### src/rtl/lp_calc_pkg.sv
// Shared definitions for the low-power calculator: opcodes, host FSM states, request bundle.
package lp_calc_pkg;

    localparam logic [1:0] OP_ADD = 2'b00;
    localparam logic [1:0] OP_SUB = 2'b01;
    localparam logic [1:0] OP_MUL = 2'b10;
    localparam logic [1:0] OP_AND = 2'b11;

    localparam int RESULT_LAT_DEF = 3;

    typedef enum logic [1:0] {
        ST_IDLE = 2'd0,
        ST_HIT  = 2'd1,
        ST_WAIT = 2'd2,
        ST_RESP = 2'd3
    } host_state_e;

    typedef struct packed {
        logic [3:0] a;
        logic [3:0] b;
        logic [1:0] op;
    } calc_req_t;

endpackage

### src/rtl/lp_calc_host_wait_ctr.sv
// Loadable down-counter timing the core's result latency.
module lp_calc_host_wait_ctr #(
    parameter int W = 2
) (
    input  logic         clk,
    input  logic         reset,
    input  logic         load,
    input  logic [W-1:0] val,
    output logic         zero
);

    logic [W-1:0] cnt_q;

    always_ff @(posedge clk) begin
        if (reset)
            cnt_q <= '0;
        else if (load)
            cnt_q <= val;
        else if (cnt_q != '0)
            cnt_q <= cnt_q - 1'b1;
    end

    // Asserted in the cycle whose closing edge takes the count to zero.
    assign zero = (cnt_q == W'(1));

endmodule

### src/rtl/lp_calc_host.sv
// Request/response front end for the calculator core with a one-entry result cache.
module lp_calc_host
    import lp_calc_pkg::*;
#(
    parameter int RESULT_LAT = RESULT_LAT_DEF,
    parameter int HIT_CNT_W  = 16
) (
    input  logic                 clk,
    input  logic                 reset,
    input  logic                 req_valid,
    output logic                 req_ready,
    input  logic [3:0]           req_a,
    input  logic [3:0]           req_b,
    input  logic [1:0]           req_op,
    output logic [3:0]           calc_a,
    output logic [3:0]           calc_b,
    output logic [1:0]           calc_op,
    input  logic [7:0]           calc_result,
    output logic                 rsp_valid,
    input  logic                 rsp_ready,
    output logic [7:0]           rsp_result,
    output logic                 rsp_cached,
    output logic                 busy,
    output logic [HIT_CNT_W-1:0] hit_count
);

    localparam int CW = $clog2(RESULT_LAT + 1);

    host_state_e          state_q;
    calc_req_t            calc_q;
    logic [7:0]           cache_q;
    logic                 have_result_q;
    logic                 rsp_valid_q;
    logic [7:0]           rsp_result_q;
    logic                 rsp_cached_q;
    logic [HIT_CNT_W-1:0] hit_cnt_q;

    calc_req_t req_in;
    logic      accept;
    logic      is_hit;
    logic      ctr_load;
    logic      ctr_zero;

    assign req_in   = '{a: req_a, b: req_b, op: req_op};
    assign accept   = req_valid && (state_q == ST_IDLE);
    // All 10 operand bits take part; the pins themselves are the cache tag.
    assign is_hit   = have_result_q && (req_in == calc_q);
    assign ctr_load = accept && !is_hit;

    lp_calc_host_wait_ctr #(.W(CW)) u_wait_ctr (
        .clk   (clk),
        .reset (reset),
        .load  (ctr_load),
        .val   (CW'(RESULT_LAT)),
        .zero  (ctr_zero)
    );

    always_ff @(posedge clk) begin
        if (reset) begin
            state_q       <= ST_IDLE;
            calc_q        <= '0;
            cache_q       <= '0;
            have_result_q <= 1'b0;
            rsp_valid_q   <= 1'b0;
            rsp_result_q  <= '0;
            rsp_cached_q  <= 1'b0;
            hit_cnt_q     <= '0;
        end else begin
            case (state_q)
                ST_IDLE: begin
                    if (accept) begin
                        if (is_hit) begin
                            state_q <= ST_HIT;
                        end else begin
                            calc_q  <= req_in;
                            state_q <= ST_WAIT;
                        end
                    end
                end
                ST_HIT: begin
                    rsp_result_q <= cache_q;
                    rsp_cached_q <= 1'b1;
                    rsp_valid_q  <= 1'b1;
                    if (hit_cnt_q != '1)
                        hit_cnt_q <= hit_cnt_q + 1'b1;
                    state_q <= ST_RESP;
                end
                ST_WAIT: begin
                    if (ctr_zero) begin
                        cache_q       <= calc_result;
                        rsp_result_q  <= calc_result;
                        rsp_cached_q  <= 1'b0;
                        have_result_q <= 1'b1;
                        rsp_valid_q   <= 1'b1;
                        state_q       <= ST_RESP;
                    end
                end
                ST_RESP: begin
                    if (rsp_ready) begin
                        rsp_valid_q <= 1'b0;
                        state_q     <= ST_IDLE;
                    end
                end
                default: state_q <= ST_IDLE;
            endcase
        end
    end

    assign req_ready  = (state_q == ST_IDLE);
    assign busy       = (state_q != ST_IDLE);
    assign calc_a     = calc_q.a;
    assign calc_b     = calc_q.b;
    assign calc_op    = calc_q.op;
    assign rsp_valid  = rsp_valid_q;
    assign rsp_result = rsp_result_q;
    assign rsp_cached = rsp_cached_q;
    assign hit_count  = hit_cnt_q;

endmodule

### config.mk
export PLATFORM = sky130hd
export DESIGN_NAME = lp_calc_host
export DESIGN_NICKNAME = d
export VERILOG_FILES = /design/src/rtl/lp_calc_pkg.sv /design/src/rtl/lp_calc_host_wait_ctr.sv /design/src/rtl/lp_calc_host.sv
export SDC_FILE = /design/constraint.sdc
export NUM_CORES = 1
export LEC_CHECK = 0
export CAP_MARGIN = 20
export CORE_ASPECT_RATIO = 0.8
export CORE_MARGIN = 2
export CORE_UTILIZATION = 45
export DETAILED_ROUTE_END_ITERATION = 8
export PLACE_DENSITY = 0.79
export SLEW_MARGIN = 20
export SYNTH_ARGS = -nofsm -noshare
export SYNTH_HDL_FRONTEND = slang
export SYNTH_HIERARCHICAL = 1
export SYNTH_SLANG_ARGS = --single-unit
### constraint.sdc
create_clock -name clk -period 3.5 [get_ports clk]
set_input_delay 0.35 -clock clk [delete_from_list [all_inputs] [get_ports clk]]
set_output_delay 0.35 -clock clk [all_outputs]
set_load 0.02 [all_outputs]
==> run_results.csv <==
group,metric,value,unit
floorplanning,core,0.00547,mm^2
floorplanning,io_pins,60,
critical_path,critPathTopFamily,"compound AO/OA/AOI/OAI gates",
power_and_ir_drop,combPwrFrac,0.437,
finish,layout_commonest_cell,"clkdlybuf4s50_1",
place,dp.cells,424,
run,maxCapViolCount,0,
route,drtPass1Iterations,4,
place,hpwl,4100,um
logic_synthesis,yosysTopAreaCellShare,0.382,
logic_synthesis,synth_area_per_cell,8.58,um^2
critical_path,critPathRequiredTime,3.73,ns
sta,finalCritPeriodShare,0.698,
logic_synthesis,synth_flop_cell,"dfxtp_1",
sta,fmax,0.409,GHz
finish,drive_gt1_frac,0.0452,
global_route,overflow,0,
global_route,grt_pass1_vias,2323,
power_and_ir_drop,power_density,673,mW/mm^2
finish,final_net_count,382,
global_route,antenna_found_initial,0,
critical_path,crit_type,"reg2reg",
place,port_buffers,59,
logic_synthesis,seq_area_frac_synth,0.382,
route,ant_nets,0,
cts,cts_tree,"built",
floorplanning,start_util,0.470,
critical_path,critical_path.max_stage_delay,0.64,ns
sta,period_minus_slack,2.44,ns
route,via_count,2412,
sta,maxSlewHeadroom,0.336,
critical_path,cp_cell_sequence,"inv_1 > ha_1 > nand2_1 > o21ai_1 > nor2_1 > a211oi_1",
cts,cts_made_buffers,5,
critical_path,crit_path_max_fanout,16,
critical_path,cp-end-kind,"flop",
route,viasPerCell,5.58,
route,drtIter0Drc,98,
power_and_ir_drop,power.internal,1.41,mW
sta,whs,0.460,ns
floorplanning,die_w,88.4,um
route,routedWlPerCell,13.6,um
power_and_ir_drop,peakVddDrop,384,uV
sta,fin_skew,0.00650,ns
route,routed_wl,5870,um
sta,setup_viol,0,
finish,final_cells,432,
sta,rsz0062_at_grt,"false",
logic_synthesis,netlist_top_cells_area,"dfxtp_1 (38%), nand2_1 (5.4%), a21oi_1 (3.9%)",
global_route,grt_pass1_wl,9920,um
power_and_ir_drop,p_seq_frac,0.352,
worst_hold_path,hold_path_class,"reg2reg",
floorplanning,die_h,71.5,um
cts,cts.sinks,49,
power_and_ir_drop,power_frac_clock,0.211,
logic_synthesis,yosysTopAreaCell,"dfxtp_1",
logic_synthesis,async_flop_share,0,
sta,worst_pin_slew,0.990,ns
global_route,grt_max_degree,51,
route,post-route-drc-count,0,
floorplanning,rows,24,
finish,final_cell_mix,"clkdlybuf4s50_1 (58), dfxtp_1 (49), nand2_1 (37), nor2_1 (20), a21oi_1 (20)",
cts,postCtsHoldBufs,0,
sta,finalSetupTns,0,ns
global_route,grt_usage,0.194,
logic_synthesis,synth-edff-count,0,
cts,cts_resized,0,
finish,diodes,0,
place,gp_congestion,0.742,
logic_synthesis,ys_warn_count,6,
power_and_ir_drop,p_leak,1.14,nW
sta,final_hold_viol_count,0,
place,placed_area,0.00320,mm^2
critical_path,crit_arrival,2.67,ns
cts,cts_buffer_depth,2,
critical_path,slowest_stage,"o21ai_1",
logic_synthesis,syn_inst,299,
logic_synthesis,yosys.cell_types.count,48,
sta,finalMaxSlewViolations,0,
critical_path,crit_buf_inv,1,
cts,path_clk_slew,0.09,ns
cts,htree_levels,2,
cts,cts_setup_buffers,0,
logic_synthesis,syn-cell-area,0.00257,mm^2
finish,fillers,507,
critical_path,startpoint_type,"flop",
status,status,"finished clean",
power_and_ir_drop,p_switching,0.830,mW
floorplanning,die-area,0.00633,mm^2
finish,final_design_area_no_fill,0.00334,mm^2
logic_synthesis,ys_ff_latch,49,
power_and_ir_drop,swShare,0.370,
finish,area_growth,30.0,%
cts,clock_latency,0.30,ns
cts,cts-root-buf,"clkbuf_8",
## Yosys cell counts (all sizes together) (3+ instances only)
cell and instances:
nand2 37, o31ai 3, xnor2 10, nor3 4, nor2b 7, ha 7
o41ai 3, nor4 3, inv 10, nand3 19, nor2 20, nor3b 8
mux2i 9, a32oi 9, clkbuf 9, a21oi 21, dfxtp 49, nand4 6
mux2 4, a211oi 9, o21ai 12, or4 11, buf 5
## sequential cells by signal, summed over array words and instances (netlist names), 2 cells and up
name,cells
calc_a,4
rsp_result,8
calc_op,2
calc_b,4
hit_count,16
u_wait_ctr/cnt_q,2
cache_q,8
state_q,2
## per-layer routing
layer  up-vias  routed length [um]  track usage
met2        58                2750        0.322
met3         7                 225       0.0334
li1       1217                   -            -
met5         -                   0            0
met1      1130                2830        0.258
met4         0                  65       0.0606
## kinds of logic (layout without fill, tap and decap cells)
family          after synthesis  in the layout  synth area share
fa+ha+maj                     7              7            0.0341
flops                        49             49             0.382
buf+inv                      24             78            0.0375
simple gates                125            125             0.259
xor+xnor                     11             11            0.0375
mux                          13             13            0.0527
other cells                   1              2           0.00146
compound gates               69             69             0.195
## per-stage QoR
step           power, mW   util  setup slack (ns)
6_report            2.24  0.610              1.06
5_1_grt             2.38  0.610             0.757
3_5_place_dp        1.78  0.586              1.07
3_3_place_gp        1.76  0.586              1.08
4_1_cts             2.25  0.610              1.06
2_1_floorplan       1.42      -              1.62
## worst register-to-register path, stage by stage (launching register included)
cell,delay [ns]
dfxtp_1,0.34
inv_1,0.10
ha_1,0.57
nand2_1,0.38
o21ai_1,0.64
nor2_1,0.10
a211oi_1,0.22
## final cells by class
cell class / instances / area, um^2 / share of cell area
Multi-Input combinational cell: 227 / 1490 / 0.447
Sequential cell: 49 / 981 / 0.294
Timing Repair Buffer: 60 / 593 / 0.178
Tap cell: 78 / 97.6 / 0.0293
Clock buffer: 5 / 68.8 / 0.0206
Clock inverter: 3 / 65.1 / 0.0195
Inverter: 10 / 37.5 / 0.0113
## power by group through the flow
stage | logic, mW | clock network [mW] | registers, mW
6_report | 0.980 | 0.474 | 0.790
5_1_grt | 1.07 | 0.499 | 0.810
4_1_cts | 0.981 | 0.479 | 0.792
3_5_place_dp | 0.973 | 0 | 0.805
3_3_place_gp | 0.956 | 0 | 0.800
2_1_floorplan | 0.521 | 0 | 0.903
## path summary, 6_finish.rpt
check,depth (start not counted),start,slack [ns],end
worst max-delay path,6,state_q[0],1.06,rsp_result[0]
worst min-delay path,2,cache_q[5],0.46,cache_q[5]
worst max register to register,6,state_q[0],1.06,rsp_result[0]
worst min register to register,2,cache_q[5],0.46,cache_q[5]
Power figures use the tool's default switching activity.
